**config.mk**
```make
export PLATFORM = sky130hd
export DESIGN_NAME = alu_seq
export DESIGN_NICKNAME = d
export VERILOG_FILES = /design/src/rtl/alu_seq.sv
export SDC_FILE = /design/constraint.sdc
export NUM_CORES = 1
export LEC_CHECK = 0
export CORE_UTILIZATION = 59
export CTS_BUF_LIST = sky130_fd_sc_hd__clkbuf_4 sky130_fd_sc_hd__clkbuf_8
export DETAILED_ROUTE_END_ITERATION = 10
export PLACE_DENSITY = 0.83
export SYNTH_ARGS = -nofsm -noshare
export SYNTH_HDL_FRONTEND = slang
export SYNTH_SLANG_ARGS = --single-unit
```
**constraint.sdc**
```tcl
create_clock -name clk -period 2.9 [get_ports clk]
set_input_delay 0.58 -clock clk [delete_from_list [all_inputs] [get_ports clk]]
set_output_delay 0.58 -clock clk [all_outputs]
set_load 0.05 [all_outputs]
```
**src/rtl/alu_seq.sv**
```systemverilog
// Multi-cycle accumulator ALU with a start/done handshake and registered result/flags.
// Six ops finish on the accept edge. Multiply and shift-left iterate one bit per cycle.
module alu_seq #(
  parameter int WIDTH    = 8,
  parameter int PC_WIDTH = 8
) (
  input  logic                clk,
  input  logic                reset,
  input  logic                start,
  input  logic [2:0]          op,
  input  logic [WIDTH-1:0]    dataInACC,
  input  logic [WIDTH-1:0]    dataIn,
  input  logic [PC_WIDTH-1:0] pc,
  output logic [WIDTH-1:0]    dataOut,
  output logic                zero,
  output logic                carry,
  output logic                busy,
  output logic                done
);
  localparam int CNT_W = $clog2(WIDTH + 1);

  localparam logic [1:0] IDLE = 2'd0;
  localparam logic [1:0] EXEC = 2'd1;
  localparam logic [1:0] DONE = 2'd2;

  localparam logic [2:0] OP_ADD  = 3'b000;
  localparam logic [2:0] OP_NAND = 3'b001;
  localparam logic [2:0] OP_BNZ  = 3'b010;
  localparam logic [2:0] OP_SLTU = 3'b011;
  localparam logic [2:0] OP_SUB  = 3'b100;
  localparam logic [2:0] OP_SLTS = 3'b101;
  localparam logic [2:0] OP_MUL  = 3'b110;
  localparam logic [2:0] OP_SHL  = 3'b111;

  localparam logic [WIDTH-1:0] WIDTH_V  = WIDTH'(WIDTH);
  localparam logic [CNT_W-1:0] CNT_ONE  = CNT_W'(1);
  localparam logic [CNT_W-1:0] CNT_FULL = CNT_W'(WIDTH);

  logic [1:0]       state;
  logic [2:0]       op_lat;
  logic [WIDTH-1:0] opa;
  logic [WIDTH-1:0] opb;
  logic [WIDTH-1:0] acc;
  logic [CNT_W-1:0] cnt;

  logic [WIDTH:0]        add_full;
  logic [WIDTH:0]        sub_full;
  logic [PC_WIDTH-1:0]   pc_inc;
  logic [CNT_W-1:0]      shamt;
  logic [WIDTH-1:0]      imm_result;
  logic                  imm_carry;
  logic [WIDTH-1:0]      mul_sum;
  logic [WIDTH-1:0]      iter_result;

  assign add_full = {1'b0, dataInACC} + {1'b0, dataIn};
  assign sub_full = {1'b0, dataInACC} - {1'b0, dataIn};
  // pc+1 wraps inside PC_WIDTH bits before it is zero-extended
  assign pc_inc   = pc + PC_WIDTH'(1);
  assign shamt    = CNT_W'(dataIn % WIDTH_V);

  always_comb begin
    imm_result = '0;
    imm_carry  = 1'b0;
    case (op)
      OP_ADD: begin
        imm_result = add_full[WIDTH-1:0];
        imm_carry  = add_full[WIDTH];
      end
      OP_NAND: imm_result = ~(dataInACC & dataIn);
      OP_BNZ:  imm_result = (dataInACC == '0) ? WIDTH'(pc_inc) : dataIn;
      OP_SLTU: imm_result = WIDTH'(dataInACC < dataIn);
      OP_SUB: begin
        imm_result = sub_full[WIDTH-1:0];
        imm_carry  = sub_full[WIDTH];
      end
      OP_SLTS: imm_result = WIDTH'($signed(dataInACC) < $signed(dataIn));
      OP_SHL:  imm_result = dataInACC;
      default: imm_result = '0;
    endcase
  end

  // Shift-add: opa is the shifted multiplicand, opb's low bit is the current multiplier bit
  assign mul_sum     = acc + (opb[0] ? opa : '0);
  assign iter_result = (op_lat == OP_MUL) ? mul_sum : (opa << 1);

  always_ff @(posedge clk or posedge reset) begin
    if (reset) begin
      state   <= IDLE;
      op_lat  <= '0;
      opa     <= '0;
      opb     <= '0;
      acc     <= '0;
      cnt     <= '0;
      dataOut <= '0;
      zero    <= 1'b0;
      carry   <= 1'b0;
    end else begin
      case (state)
        IDLE: begin
          if (start) begin
            op_lat <= op;
            opa    <= dataInACC;
            opb    <= dataIn;
            if (op == OP_MUL) begin
              acc   <= '0;
              cnt   <= CNT_FULL;
              state <= EXEC;
            end else if (op == OP_SHL && shamt != '0) begin
              cnt   <= shamt;
              state <= EXEC;
            end else begin
              dataOut <= imm_result;
              zero    <= (imm_result == '0);
              carry   <= imm_carry;
              state   <= DONE;
            end
          end
        end
        EXEC: begin
          cnt <= cnt - CNT_ONE;
          opa <= opa << 1;
          if (op_lat == OP_MUL) begin
            acc <= mul_sum;
            opb <= opb >> 1;
          end
          if (cnt == CNT_ONE) begin
            dataOut <= iter_result;
            zero    <= (iter_result == '0);
            carry   <= 1'b0;
            state   <= DONE;
          end
        end
        DONE:    state <= IDLE;
        default: state <= IDLE;
      endcase
    end
  end

  assign busy = (state != IDLE);
  assign done = (state == DONE);

endmodule

```
## Yosys cells after proc, flatten, opt, wreduce, memory -nomap -nowiden

Index checks and enable logic that the tools add are counted.

| storage, ports and cells | value |
|---|---|
| register bits after elaboration | 43 |
| output and inout port bits | 12 |

| operators by class | value |
|---|---|
| $add $sub $neg | 5 |
| $lt $le $gt $ge | 2 |
| multiplexer cells | 38 |
| reductions and logical operators | 16 |
| bitwise operators | 2 |
| eq/ne operators | 18 |

Operators by type and width:

| cell | count |
|---|---|
| $mux 8 | 13 |
| $pmux 8 s2 | 4 |
| $pmux 8 s7 | 1 |
| $logic_not 8->1 | 3 |
| $lt 8x8->1 | 2 |
| $eq 3x3->1 const B | 5 |
| $mux 4 | 3 |
| $ne 2x2->1 const B | 6 |
| $add 8x8->9 | 1 |
| $sub 8x8->9 | 1 |
| $add 8x1->8 const B | 1 |
| $add 8x8->8 | 1 |
| $and 8x8->8 | 1 |
| $mux 1 | 8 |
| $mux 2 | 4 |
| $not 8->8 | 1 |
| $pmux 4 s2 | 1 |
| $eq 3x2->1 const B | 2 |
| $pmux 1 s2 | 3 |
| $reduce_and 2->1 | 3 |
| $reduce_and 3->1 | 2 |
| $reduce_and 5->1 | 1 |
| $eq 4x1->1 const B | 1 |
| $pmux 2 s2 | 1 |
| other kinds (11) | 12 |

## Depth between registers and ports, before layout

| logic depth | value |
|---|---|
| word-level depth | 8 |
| mapped depth | 11 |
| mapped depth without buffers | 11 |

## Worst setup path after synthesis

OpenSTA, ideal clock, no wires.

| timing | value |
|---|---|
| path kind | input -> register |
| start | in dataInACC[0] |
| end | reg zero |
| path slack | 297 ps |
| data required time | 2,820 ps |
| setup time | 80 ps |
| arrival | 2,523 ps |
| stages | 11 |
| cells stage by stage | inv_1 ha_1 inv_1 fa_1 and2_1 or3_1 a31oi_1 o21ai_0 a2111oi_2 nand4b_1 o211ai_2 |

| on the way | value |
|---|---|
| longest elaborated chain between the ends | 8 |

Ends and longest elaborated chain:

| item | line | source |
|---|---|---|
| from (decl) | 11 | `input logic [WIDTH-1:0] dataInACC,` |
| parallel branches: the longest is 2 deep, another holds $sub 8x8->9 | -- |  |
| $pmux 8 s7 * | 64 | `case (op)` |
| $logic_not 8->1 * | 113 | `zero <= (imm_result == '0);` |
| $mux 1 * | 108 | `end else if (op == OP_SHL && shamt != '0) begin` |
| $mux 1 * | 104 | `if (op == OP_MUL) begin` |
| $mux 1 * | 100 | `if (start) begin` |
| $pmux 1 s2 * | 98 | `case (state)` |
| to (signal assigned) | 113 |  |
| to (signal assigned) | 128 | `zero <= (iter_result == '0);` |
| to (decl) | 15 | `output logic zero,` |

Mark *: on every way between the ends. The select of a mux whose other input is x is not followed.
A chain may end at the register's enable or synchronous reset.

## Worst setup path in the final report

| timing | value |
|---|---|
| start | in dataInACC[2] |
| end | reg dataOut[5] |

| on the way | value |
|---|---|
| longest elaborated chain between the ends | 7 |

Ends and longest elaborated chain:

| item | line | source |
|---|---|---|
| parallel branches: the longest is 2 deep, another holds $sub 8x8->9 | -- |  |
| $pmux 8 s7 * | 64 |  |
| $mux 8 * | 108 |  |
| $mux 8 * | 104 |  |
| $mux 8 * | 100 |  |
| $pmux 8 s2 * | 98 |  |
| to (signal assigned) | 112 | `dataOut <= imm_result;` |
| to (signal assigned) | 127 | `dataOut <= iter_result;` |
| to (decl) | 14 | `output logic [WIDTH-1:0] dataOut,` |

Marks and branches as above.

==> results.sh <==
export IMPL_yosysSeqAreaShare_pct=28.24
export IMPL_rows=28
export IMPL_power_density_nw_per_um2=710.2
export IMPL_grt_usage_pct=40.63
export IMPL_syn_inst=469
export IMPL_antenna_found_initial=0
export IMPL_grt_pass1_wl_um=20510
export IMPL_core_area_sq_um=6061
export IMPL_fmax_ghz=0.3528
export IMPL_crit_top_cell="buf_4"
export IMPL_tns_ps=0
export IMPL_initial_utilization_pct=62.86
export IMPL_grt_pass1_vias=4350
export IMPL_fin_nets=650
export IMPL_overflow=0
export IMPL_die_w_um=82.36
export IMPL_dp_hpwl_um=10270
export IMPL_cts_max_level=2
export IMPL_relSlewSlack_pct=49.80
export IMPL_portBuffers=41
export IMPL_antennaDiodeCount=0
export IMPL_vias_per_cell=6.633
export IMPL_drv_cap=0
export IMPL_crit_slowest_cell="or4_4"
export IMPL_cts_root_buf="clkbuf_8"
export IMPL_syn_nets=528
export IMPL_period_minus_slack_ps=2834
export IMPL_start_kind="input pin"
export IMPL_status="finished clean"
export IMPL_synth_seq_cells=43
export IMPL_cts_tree="built"
export IMPL_synth_warnings=0
export IMPL_cts_buffer_depth=2
export IMPL_clkTransAtPathRegs_ps=80
export IMPL_die_area_sq_um=6783
export IMPL_worst_path_largest_cell_delay_ps=550
export IMPL_drc=0
export IMPL_area_growth_syn_to_layout_pct=33.66
export IMPL_hold_viol_final=0
export IMPL_wl_per_cell_um=19.46
export IMPL_fin_crit_sh_pct=97.73
export IMPL_endpoint_kind="flip-flop"
export IMPL_crit_type="in -> reg"
export IMPL_async_reset_ff_share_pct=100.0
export IMPL_ant_nets=0
export IMPL_hold_path_class="reg -> reg"
export IMPL_drive_gt1_share_pct=22.80
export IMPL_drt_pass1_iterations=5
export IMPL_critical_path_required_ps=3130
export IMPL_vias=4424
export IMPL_io_pins=42
export IMPL_die_h_um=82.36
export IMPL_ys_flop_type="dfrtp_1"
export IMPL_synth_edf_count=0
export IMPL_syn_area_sq_um=3810
export IMPL_slew_viol_final=0
export IMPL_worst_pin_slew_ps=750.2
export IMPL_drt_initial_drc_count=482
export IMPL_syn_avg_cell_area_sq_um=8.123
export IMPL_cts_inserted_buffers=5
export IMPL_cp_max_fo=5
export IMPL_design_area_sq_um=5092
export IMPL_arrival_ps=3070
export IMPL_place_gp_congestion=0.9847
export IMPL_placed_cell_area_sq_um=4943
export IMPL_cts_sinks=43
export IMPL_grt_max_degree=44
export IMPL_finalSetupViolations=0
export IMPL_clock_latency_ps=300
export IMPL_routed_wl_um=12980
export IMPL_worst_ir_drop_vdd_mv=0.6458
export IMPL_p_leak_nw=2.344
export IMPL_yosysUniqueCellTypes=71
export IMPL_path_cells="clkdlybuf4s50_1 > buf_4 > or4_4 > nor2_4 > buf_4 > nand2_1 > o21ai_0 > nor3_2 > buf_4 > mux2_2 > o21ai_1"
export IMPL_utilization_pct=84.02
export IMPL_fin_skew_ps=6.425
[worst max-delay path, delay by kind of cell]
family	cells	cell delay [ps]
buf+inv	4	970
mux	1	260
compound gates	2	360
simple gates	4	880
[registers in the layout, summed over array words and instances (netlist names)]
register  count
cnt           4
zero          1
acc           8
carry         1
opb           8
state         2
dataOut       8
opa           8
op_lat        3
[per-stage QoR]
step	hold slack (ps)	setup slack, ps	std cells	power (mW)
2_1_floorplan	449.6	296.7	469	2.374
3_3_place_gp	460.7	-407.6	659	2.997
3_5_place_dp	473.2	-465.6	659	3.122
4_1_cts	490.9	34.38	667	3.542
5_1_grt	522.9	-6.425	667	3.825
6_report	488.4	65.74	667	3.617
[worst paths after layout]
kind / from / end / slack [ps] / cells after the start
worst max register to register: opb[0] / zero / 160 / 10
min in group asynchronous: reset / acc[7] / 720 / 3
worst max-delay path: dataInACC[2] / dataOut[5] / 70 / 11
max in group asynchronous: reset / opb[3] / 1810 / 3
worst min-delay path: opb[4] / opb[4] / 490 / 2
worst min register to register: opb[4] / opb[4] / 490 / 2
[synth_stat cells, types with 7 or more instances]
cell type	n	share of area (%)
a21oi_1	31	4.1
and2_1	9	1.5
and3_1	7	1.1
and3b_1	7	1.6
buf_2	7	0.92
clkbuf_1	14	1.4
dfrtp_1	43	28
ha_1	26	8.5
inv_1	22	2.2
mux2i_1	11	2.9
nand2_1	59	5.8
nand2b_1	7	1.1
nand3_1	13	1.7
nor2_1	27	2.7
nor2b_1	8	1.3
nor3_1	15	2.0
o21ai_0	41	5.4
xnor2_1	7	1.6
xor2_1	7	1.6
[placed cells by master, fill, tap and decap left out, types with 3 or more instances in the layout]
cell type / instances
buf_4: 97
nand2_1: 58
dfrtp_1: 43
clkdlybuf4s50_1: 38
o21ai_0: 37
a21oi_1: 31
nor2_1: 27
inv_1: 22
ha_1: 22
nor3_1: 14
nand3_1: 13
mux2i_1: 10
and2_1: 9
nor2b_1: 8
and3_1: 7
xor2_1: 7
xnor2_1: 7
o21ai_1: 7
nand2b_1: 7
and3b_1: 7
a31oi_1: 6
a22o_1: 6
clkbuf_8: 5
nor4_1: 4
o2bb2ai_1: 4
o31ai_1: 4
mux2_2: 4
a21o_1: 3
a221o_1: 3
a32oi_1: 3
nand4b_1: 3
nand4_1: 3
ha_2: 3
dlygate4sd2_1: 3
[per-layer routing]
layer  part of all wire (%)  up-vias  GRT usage, %  wire, um
met1                     37     2047         44.14      4818
met5                      0        -             0         0
li1                       -     1955             -         -
met4                    6.7        0         26.67       873
met3                    9.4       89         9.780      1225
met2                     47      333         70.17      6065
[kinds of logic after synthesis]
| kind of cell | Yosys count | synth area share (%) |
|---|---|---|
| buf+inv | 45 | 4.762 |
| mux | 15 | 4.072 |
| fa+ha+maj | 29 | 10.11 |
| simple gates | 186 | 25.98 |
| flops | 43 | 28.24 |
| compound gates | 137 | 23.61 |
| xor+xnor | 14 | 3.218 |
[power by group]
part	internal (mW)	switching, mW
combinational	0.848	1.27
sequential	0.864	0.232
clock	0.178	0.219
[cell type report]
cell class,count,area [sq um]
fillers,357,968.4
flip-flops and latches,43,1076
clock buffers,6,76.32
clock inverters,2,12.51
inverters,22,82.58
well taps,75,93.84
multi-input cells,381,2616
repair buffers,138,1135
[timing repair]
item | CTS | global route
hold buffers | 0 | 0
setup endpoints to repair | 4 | 5
pin swaps | 4 | 2
resized for setup | 12 | 10
setup buffers | 0 | 0
No activity file was read; power rests on OpenSTA's default activity.
